`src/rtl/modq_reduce_pipe_pkg.sv`:
```
// modq_pkg: shared constants and helpers for the Kyber q=3329 reducer.
//   KYBER_Q / Q2     : modulus and twice the modulus
//   C_W / R_W        : input product width / residue width
//   CS_C_W / CS_S_W  : widths of the stage-1 carry/sum pair
//   q_neg(r)         : modular negation of a canonical residue (0 maps to 0)
package modq_pkg;

    localparam logic [11:0] KYBER_Q = 12'd3329;
    localparam logic [12:0] Q2      = 13'd6658;

    localparam int unsigned C_W    = 24;
    localparam int unsigned R_W    = 12;
    localparam int unsigned CS_C_W = 15;
    localparam int unsigned CS_S_W = 14;

    function automatic logic [R_W-1:0] q_neg(input logic [R_W-1:0] r);
        return (r == '0) ? '0 : (KYBER_Q - r);
    endfunction

endpackage

```
`src/rtl/modq_reduce_pipe_if.sv`:
```
// modq_reduce_pipe_if: valid/ready beat interface of the reducer.
//   in_valid/in_ready   : input handshake
//   in_c                : LANES x 24-bit products, lane i at [24*i +: 24]
//   in_neg / in_tag     : per-beat negate flag and sideband tag
//   out_valid/out_ready : output handshake
//   out_r / out_tag     : LANES x 12-bit residues, lane i at [12*i +: 12], and tag
// slave is the reducer's view, master is the producer/consumer view.
interface modq_reduce_pipe_if #(
    parameter int unsigned LANES = 4,
    parameter int unsigned TAG_W = 4
) ();

    logic                  in_valid;
    logic                  in_ready;
    logic [LANES*24-1:0]   in_c;
    logic                  in_neg;
    logic [TAG_W-1:0]      in_tag;
    logic                  out_valid;
    logic                  out_ready;
    logic [LANES*12-1:0]   out_r;
    logic [TAG_W-1:0]      out_tag;

    modport slave (
        input  in_valid, in_c, in_neg, in_tag, out_ready,
        output in_ready, out_valid, out_r, out_tag
    );

    modport master (
        output in_valid, in_c, in_neg, in_tag, out_ready,
        input  in_ready, out_valid, out_r, out_tag
    );

endinterface

```
`src/rtl/modq_reduce_pipe_lane_core.sv`:
```
// modq_lane_core: combinational single-lane reduction mod 3329, split into two halves
// so the caller can place the stage-1 register between them.
//   c_i          : 24-bit unsigned product
//   c0_o / s0_o  : compressed pair, C0 (15b two's complement) and S0 (14b unsigned)
//   c0_i / s0_i  : registered pair fed back for correction
//   neg_i        : return (q - r) mod q instead of r
//   r_o          : canonical residue in [0, 3328]
module modq_lane_core
    import modq_pkg::*;
(
    input  logic [C_W-1:0]    c_i,
    output logic [CS_C_W-1:0] c0_o,
    output logic [CS_S_W-1:0] s0_o,
    input  logic [CS_C_W-1:0] c0_i,
    input  logic [CS_S_W-1:0] s0_i,
    input  logic              neg_i,
    output logic [R_W-1:0]    r_o
);

    // Repeated folds with 2^12 = 767 (mod q); each bound is the worst case of the previous one.
    logic [21:0] v1;  // <= 3144960
    logic [19:0] v2;  // <= 592384
    logic [16:0] v3;  // <= 114543
    logic [14:0] v4;  // <= 24804
    logic [14:0] a5;  // <= 6*767

    always_comb begin
        v1   = 22'(c_i[23:12]) * 22'd767 + 22'(c_i[11:0]);
        v2   = 20'(v1[21:12]) * 20'd767 + 20'(v1[11:0]);
        v3   = 17'(v2[19:12]) * 17'd767 + 17'(v2[11:0]);
        v4   = 15'(v3[16:12]) * 15'd767 + 15'(v3[11:0]);
        a5   = 15'(v4[14:12]) * 15'd767;
        // Offset by -q so C0 + S0 lands in [-q, 2q) and every correction branch is reachable.
        c0_o = a5 - 15'(KYBER_Q);
        s0_o = {2'b00, v4[11:0]};
    end

    logic [14:0] t, t_m1, t_m2, t_p1, r15;
    logic [2:0]  sel;
    logic [11:0] r_raw;
    logic        unused_r15;

    always_comb begin
        t     = c0_i + 15'(s0_i);
        t_m1  = t - 15'(KYBER_Q);
        t_m2  = t - 15'(Q2);
        t_p1  = t + 15'(KYBER_Q);
        sel   = {t_m2[14], t_m1[14], t[14]};
        r15   = '0;
        assert (sel inside {3'b000, 3'b100, 3'b110, 3'b111});
        unique case (sel)
            3'b000:  r15 = t_m2;
            3'b100:  r15 = t_m1;
            3'b110:  r15 = t;
            3'b111:  r15 = t_p1;
            default: r15 = '0;
        endcase
        r_raw = r15[11:0];
        r_o   = neg_i ? q_neg(r_raw) : r_raw;
    end

    // Upper bits of the selected value are zero by construction.
    assign unused_r15 = ^r15[14:12];

endmodule

```
`src/rtl/modq_reduce_pipe.sv`:
```
// modq_reduce_pipe: LANES-wide pipelined reducer of 24-bit products to residues mod 3329.
//   clk     : system clock, rising edge
//   rst_n   : synchronous reset, active low
//   bus_io  : beat interface (slave modport), see modq_reduce_pipe_if
// PIPE=1 drives out_r combinationally from the stage-1 registers; PIPE=2 adds a
// register stage on out_r/out_tag. All stages move together under one global stall.
module modq_reduce_pipe
    import modq_pkg::*;
#(
    parameter int unsigned LANES = 4,
    parameter int unsigned PIPE  = 2,
    parameter int unsigned TAG_W = 4
) (
    input  logic               clk,
    input  logic               rst_n,
    modq_reduce_pipe_if.slave  bus_io
);

    logic advance;
    logic out_valid;

    logic [LANES-1:0][CS_C_W-1:0] c0_d, c0_q;
    logic [LANES-1:0][CS_S_W-1:0] s0_d, s0_q;
    logic [LANES-1:0][R_W-1:0]    r_comb;
    logic                         v1_q, neg1_q;
    logic [TAG_W-1:0]             tag1_q;

    // Stalls only when a result is presented and not taken; no path from in_valid.
    assign advance        = bus_io.out_ready | ~out_valid;
    assign bus_io.in_ready = advance;

    for (genvar i = 0; i < LANES; i++) begin : g_lane
        modq_lane_core u_lane (
            .c_i   (bus_io.in_c[C_W*i +: C_W]),
            .c0_o  (c0_d[i]),
            .s0_o  (s0_d[i]),
            .c0_i  (c0_q[i]),
            .s0_i  (s0_q[i]),
            .neg_i (neg1_q),
            .r_o   (r_comb[i])
        );
    end

    always_ff @(posedge clk) begin
        if (!rst_n) begin
            v1_q   <= 1'b0;
            c0_q   <= '0;
            s0_q   <= '0;
            neg1_q <= 1'b0;
            tag1_q <= '0;
        end else if (advance) begin
            v1_q   <= bus_io.in_valid;
            c0_q   <= c0_d;
            s0_q   <= s0_d;
            neg1_q <= bus_io.in_neg;
            tag1_q <= bus_io.in_tag;
        end
    end

    if (PIPE == 2) begin : g_pipe2
        logic                      v2_q;
        logic [LANES-1:0][R_W-1:0] r2_q;
        logic [TAG_W-1:0]          tag2_q;

        always_ff @(posedge clk) begin
            if (!rst_n) begin
                v2_q   <= 1'b0;
                r2_q   <= '0;
                tag2_q <= '0;
            end else if (advance) begin
                v2_q   <= v1_q;
                r2_q   <= r_comb;
                tag2_q <= tag1_q;
            end
        end

        assign out_valid      = v2_q;
        assign bus_io.out_r   = r2_q;
        assign bus_io.out_tag = tag2_q;
    end else begin : g_pipe1
        assign out_valid      = v1_q;
        assign bus_io.out_r   = r_comb;
        assign bus_io.out_tag = tag1_q;
    end

    assign bus_io.out_valid = out_valid;

endmodule
```
`src/flat_wrapper.sv`:
```
// flat-port wrapper written by rule: the top's interface ports become plain ports
module modq_reduce_pipe_flat import modq_pkg::*;
#(
    parameter int unsigned LANES = 4,
    parameter int unsigned PIPE  = 2,
    parameter int unsigned TAG_W = 4
)
  (clk, rst_n, bus_io_in_valid, bus_io_in_c, bus_io_in_neg, bus_io_in_tag, bus_io_out_ready, bus_io_in_ready, bus_io_out_valid, bus_io_out_r, bus_io_out_tag);
  modq_reduce_pipe_if #(.LANES(LANES), .TAG_W(TAG_W)) bus_io_i ();
  input  logic clk;
  input  logic rst_n;
  input wire logic [$bits(bus_io_i.in_valid)-1:0] bus_io_in_valid;
  input wire logic [$bits(bus_io_i.in_c)-1:0] bus_io_in_c;
  input wire logic [$bits(bus_io_i.in_neg)-1:0] bus_io_in_neg;
  input wire logic [$bits(bus_io_i.in_tag)-1:0] bus_io_in_tag;
  input wire logic [$bits(bus_io_i.out_ready)-1:0] bus_io_out_ready;
  output wire logic [$bits(bus_io_i.in_ready)-1:0] bus_io_in_ready;
  output wire logic [$bits(bus_io_i.out_valid)-1:0] bus_io_out_valid;
  output wire logic [$bits(bus_io_i.out_r)-1:0] bus_io_out_r;
  output wire logic [$bits(bus_io_i.out_tag)-1:0] bus_io_out_tag;
  assign bus_io_i.in_valid = bus_io_in_valid;
  assign bus_io_i.in_c = bus_io_in_c;
  assign bus_io_i.in_neg = bus_io_in_neg;
  assign bus_io_i.in_tag = bus_io_in_tag;
  assign bus_io_i.out_ready = bus_io_out_ready;
  assign bus_io_in_ready = bus_io_i.in_ready;
  assign bus_io_out_valid = bus_io_i.out_valid;
  assign bus_io_out_r = bus_io_i.out_r;
  assign bus_io_out_tag = bus_io_i.out_tag;
  modq_reduce_pipe #(.LANES(LANES), .PIPE(PIPE), .TAG_W(TAG_W)) u_core (.clk(clk), .rst_n(rst_n), .bus_io(bus_io_i));
endmodule
```
`config.mk`:
```
export PLATFORM = sky130hd
export DESIGN_NAME = modq_reduce_pipe_flat
export DESIGN_NICKNAME = d
export VERILOG_FILES = /design/src/rtl/modq_reduce_pipe_pkg.sv /design/src/rtl/modq_reduce_pipe_if.sv /design/src/rtl/modq_reduce_pipe_lane_core.sv /design/src/rtl/modq_reduce_pipe.sv /design/src/flat_wrapper.sv
export SDC_FILE = /design/constraint.sdc
export NUM_CORES = 2
export LEC_CHECK = 0
export ABC_AREA = 0
export CORE_ASPECT_RATIO = 0.8
export CORE_MARGIN = 2
export CORE_UTILIZATION = 49
export DETAILED_ROUTE_END_ITERATION = 8
export PLACE_DENSITY_LB_ADDON = 0.1
export SLEW_MARGIN = 5
export SYNTH_ARGS = -nofsm -noshare
export SYNTH_HDL_FRONTEND = slang
export SYNTH_SLANG_ARGS = --single-unit
```
`constraint.sdc`:
```
create_clock -name clk -period 22.1 [get_ports clk]
set_input_delay 2.21 -clock clk [delete_from_list [all_inputs] [get_ports clk]]
set_output_delay 2.21 -clock clk [all_outputs]
set_load 0.005 [all_outputs]
```
; Word level (Yosys, flattened, before mapping)
; Index checks and enable logic that the tools add are counted.
[word_totals]
ff_bits = 167
in_bits = 105
out_inout_bits = 54
[op_classes]
n_addsub = 40
mul = 20
eq_ne = 12
muxes = 12
bitwise_logic = 2
reduce_logical = 8
[op_table]
columns = op, count
row1 = $pmux W12 S4, 4
row2 = $add A15 B12 Y15, 8
row3 = $mux W12, 8
row4 = $add A22 B12 Y22, 4
row5 = $mul A12 B10 Y22 const B, 4
row6 = $add A20 B12 Y20, 4
row7 = $mul A10 B10 Y20 const B, 4
row8 = $add A17 B12 Y17, 4
row9 = $mul A8 B10 Y17 const B, 4
row10 = $mul A5 B10 Y15 const B, 4
row11 = $sub A15 B12 Y15 const B, 4
row12 = $sub A15 B13 Y15 const B, 4
row13 = $sub A13 B12 Y14 const B, 4
row14 = $mul A3 B10 Y13 const B, 4
row15 = $add A12 B12 Y12 const B, 4
row16 = $logic_not A12 Y1, 4
row17 = $sub A12 B12 Y12 const A, 4
row18 = $eq A3 B3 Y1 const B, 12
row19 = $logic_not A3 Y1, 4
row20 = $not A1 Y1, 1
row21 = $or A1 B1 Y1, 1

; Logic depth before layout (Yosys ltp)
[logic_depth]
depth_word = 10
ltp_mapped = 98
ltp_nobuf = 98

; By module
; Synthesis repeated with hierarchy kept, for this count alone.
[unflattened]
cells_unflattened = 6294
area_unflattened_um2 = 55102.8
[modules_own_cells]
columns = module, n_inst, cells_per_inst, area_per_inst_um2
row1 = modq_lane_core (u_core.g_lane[1].u_lane), 1, 1405, 12154.2
row2 = modq_lane_core (u_core.g_lane[2].u_lane), 1, 1386, 12109.1
row3 = modq_lane_core (u_core.g_lane[0].u_lane), 1, 1381, 12077.8
row4 = modq_lane_core (u_core.g_lane[3].u_lane), 1, 1368, 11830.1
row5 = modq_reduce_pipe, 1, 754, 6931.6

; Worst setup path after synthesis
; Ideal clock, no wire load.
[synth_path]
kind = input to register
from = in bus_io_in_c[64]
to = reg u_core.c0_q[41] (netlist bit)
setup_time_ns = 0.074
arrival_ns = 21.701
slack_ns = 0.324
path_stages = 81
path_cell_list = inv_1 fa_1 fa_1 inv_1 fa_1 fa_1 inv_1 fa_1 inv_1 ha_1 and3_1 a21oi_1 o211ai_1 a31oi_1 o21ai_0 o41ai_1 o21ai_0 a21oi_1 [... 45 more ...] o21bai_1 a21o_1 a21oi_1 o21ai_0 a21oi_1 o21bai_1 xor2_1 ha_1 ha_1 inv_1 ha_1 nand2_1 o41ai_1 nor2_1 o311ai_0 a21oi_1 xor2_1 o21ai_0
[synth_via]
elab_chain_len = 10
[synth_rtl]
columns = item, line
row1 = start: declaration, flat_wrapper.sv:13  ; input wire logic [$bits(bus_io_i.in_c)-1:0] bus_io_in_c;
row2 = $mul A12 B10 Y22 (*), modq_reduce_pipe_lane_core.sv:28  ; v1 = 22'(c_i[23:12]) * 22'd767 + 22'(c_i[11:0]);
row3 = $add A22 B12 Y22 (*), modq_reduce_pipe_lane_core.sv:28
row4 = $mul A10 B10 Y20, modq_reduce_pipe_lane_core.sv:29  ; v2 = 20'(v1[21:12]) * 20'd767 + 20'(v1[11:0]);
row5 = $add A20 B12 Y20 (*), modq_reduce_pipe_lane_core.sv:29
row6 = $mul A8 B10 Y17, modq_reduce_pipe_lane_core.sv:30  ; v3 = 17'(v2[19:12]) * 17'd767 + 17'(v2[11:0]);
row7 = $add A17 B12 Y17 (*), modq_reduce_pipe_lane_core.sv:30
row8 = $mul A5 B10 Y15, modq_reduce_pipe_lane_core.sv:31  ; v4 = 15'(v3[16:12]) * 15'd767 + 15'(v3[11:0]);
row9 = $add A15 B12 Y15 (*), modq_reduce_pipe_lane_core.sv:31
row10 = $mul A3 B10 Y13 (*), modq_reduce_pipe_lane_core.sv:32  ; a5 = 15'(v4[14:12]) * 15'd767;
row11 = $sub A13 B12 Y14 (*), modq_reduce_pipe_lane_core.sv:34  ; c0_o = a5 - 15'(KYBER_Q);
row12 = end signal: assignment, modq_reduce_pipe.sv:47  ; c0_q <= '0;
row13 = end signal: assignment, modq_reduce_pipe.sv:53  ; c0_q <= c0_d;
row14 = end: declaration, modq_reduce_pipe.sv:22  ; logic [LANES-1:0][CS_C_W-1:0] c0_d, c0_q;
; Every way passes the cells marked *; elsewhere a longest branch is shown, timed or not.
; A chain may end at the register's enable or synchronous reset.

; Worst setup path after layout
[layout_path]
from = in bus_io_in_c[67]
to = reg u_core.c0_q[38] (netlist bit)
; Same word-level chain as after synthesis.

==> run metrics <==
most used cell, CP fa_1; Post-Syn Area per Cell slightly below 9 um^2; GRT overflow 0; Critical Path End Type flip-flop; min-delay worst type flip-flop to flip-flop; Die X ~370 um; Fillers roughly 10000; post-route antenna net violation count 0; Layout Cells excl Fill between 7000 and 8000; Worst Path Arrival approximately 21 ns; placed cells slightly below 8000; Worst-Skew Late Latency 0.46 ns; final setup fails 0; DRC errors left 0; hold path startpoint u_core.bus_io.out_r[10]; wire length per cell between 10 and 15 um; final period utilization 95.4%; register clock-pin slew on the reported worst setup and hold paths 0.09 ns; Slew Viols, Final 0; CP startpoint kind input port; # clock sinks 163; count leader, synth inv_1; Yosys reg bits between 150 and 200; post-detail-place hpwl 100000 um; max-cap violations 0; crit-path max FO 4; setup ws final around 1 ns; DR pass1 iterations 7; GRT Total Usage a little over a fifth; Fin. Hold Viols 0; f_max between 40 and 50 MHz; Reg2Reg Capture Point u_core.bus_io.out_r[33]; Area contributors post-synth fa_1 28%, ha_1 22%, inv_1 11%; die area between 100000 and 150000 um^2; die height between 200 and 300 um; Hold EP u_core.bus_io.out_r[10]; Clock Path Buffers 2; r2r startpoint u_core.s0_q[28]; TritonCTS Buffers 17; largest net degree at the start of global routing 86; antenna violations before repair 2; Nets just over 8000; Layout Skew 0.0181 ns; Initial Util between 40% and 50%; Worst Tran Pin Value 1.00 ns; row count around 110; Via density 5.10; flop2flop setup slack 16.53 ns; Slew headroom roughly 33%; max incr delay on CP a little under 0.6 ns; syn_nets between 7000 and 8000; cell taking the most area after synthesis fa_1; CP Class input port to flip-flop; CP required ~22 ns; vias after detailed routing just under 40000; RePlAce Congestion ~0.9; Post-Synthesis Cell Area approximately 52000 um^2; commonest cells in the netlist 1497 x inv_1, 932 x ha_1, 732 x fa_1; # diodes 0; EDFF count, synth 0; Crit-path slowest cell fa_1; CTS tree yes; Root Buffer clkbuf_16; vias in the first global route 39600; dpl ws -0.225 ns; fraction of layout instances using a drive strength above 1 ~8.6%; share of the synthesized area in the top cell type roughly 28%; global-route wire length before repair just under 200000 um; total number of yosys warnings 0; H-tree lvl count 4; Post-Synthesis Cells approximately 6000; status finished, final reports clean; predominant post-synthesis flop cell dfxtp_1; Worst R2R Path Depth 15; Async SR Flop Fraction 0%; initial drt markers ~1700; port buffer count 158; Hold Path Depth 2; Setup TNS 0 ns; area grow syn2layout 12.2%; Seq/Total Area, Yosys 6.26%; Post-Route WL roughly 110000 um; I/O pins 159; CORE AREA 106000 um^2; post-synth cell types between 100 and 150; minimum clock period around 21 ns
-- cell usage in the layout (no fill, tap or decap), types with 30 or more instances in the layout --
master / synthesis / routed
inv_1: 1497 / 1474
ha_1: 932 / 928
fa_1: 732 / 720
a21oi_1: 387 / 332
nand2_1: 312 / 312
xnor2_1: 317 / 294
buf_4: 3 / 265
nor2_1: 223 / 221
dfxtp_1: 163 / 163
o21ai_0: 159 / 147
clkdlybuf4s50_1: 0 / 143
xor2_1: 113 / 100
o21bai_1: 94 / 94
a21o_1: 86 / 86
nand3_1: 69 / 69
nor3_1: 73 / 69
a211oi_1: 62 / 59
a21oi_2: 1 / 55
o21a_1: 47 / 47
and3_1: 37 / 37
nor2b_1: 38 / 33
a31oi_1: 30 / 30
-- through the flow --
step                utilization [%]  cell area [um^2]  hold slack (ns)
floorplan                         -             52200            0.429
global placement               53.7             56900            0.436
detailed placement             53.7             56900            0.440
CTS                            54.3             57500            0.452
global route                   55.2             58500            0.462
finish                         55.2             58500            0.447
-- worst max-delay path, delay by kind of cell --
family                   cells  cell delay [ns]
adder cells (fa/ha/maj)     25            11.05
AO/OA/AOI/OAI               33             5.43
buffers and inverters       15             1.65
XOR/XNOR                     5             0.93
AND/OR/NAND/NOR              1             0.19
-- layer usage --
metal  global-route usage [%]  part of all wire, %  vias up
li1                         -                    -    20200
met1                     33.3                   53    18800
met2                     33.5                   43      555
met3                     1.79                  3.2       71
met4                     2.81                  1.1        0
met5                        0                    0        -
-- cells by family after synthesis --
family          after synthesis  synth area share (%)
compound gates             1172                  15.1
xor+xnor                    434                  7.38
fa+ha+maj                  1672                  50.6
buf+inv                    1604                  11.6
flops                       163                  6.26
mux                          20                 0.393
simple gates                930                  8.61
-- worst max-delay path by stage --
stage | start | to | cells past startpoint
after floorplan | bus_io_in_c[64] | u_core.c0_q[41] | 81
after global placement | bus_io_in_c[63] | u_core.c0_q[41] | 84
after detailed placement | bus_io_in_c[63] | u_core.c0_q[41] | 84
after CTS | bus_io_in_c[63] | u_core.c0_q[41] | 84
after global routing | bus_io_in_c[45] | u_core.c0_q[28] | 90
final | bus_io_in_c[67] | u_core.c0_q[38] | 79
-- registers in the layout, indices dropped and copies added, names as in the netlist --
signal,count
u_core.v1_q,1
u_core.bus_io.out_tag,4
u_core.neg1_q,1
u_core.bus_io.out_valid,1
u_core.s0_q,48
u_core.tag1_q,4
u_core.bus_io.out_r,48
u_core.c0_q,56
-- layout make-up --
class	instances	area, um^2	share of cell area (%)
Multi-Input combinational cell	4228	43600	74.5
Clock inverter	15	199	0.340
Inverter	1499	5630	9.63
Tap cell	1417	1770	3.03
Sequential cell	163	3260	5.58
Timing Repair Buffer	423	3610	6.17
Clock buffer	17	425	0.727
-- timing repair --
item,in CTS,in global routing
resized for setup,0,202
hold buffers,0,0
setup buffers,0,19
endpoints found under the setup margin,0,39
Power is not shown: default switching activity piles up to over one toggle a cycle in this logic, so the estimate is an artifact.
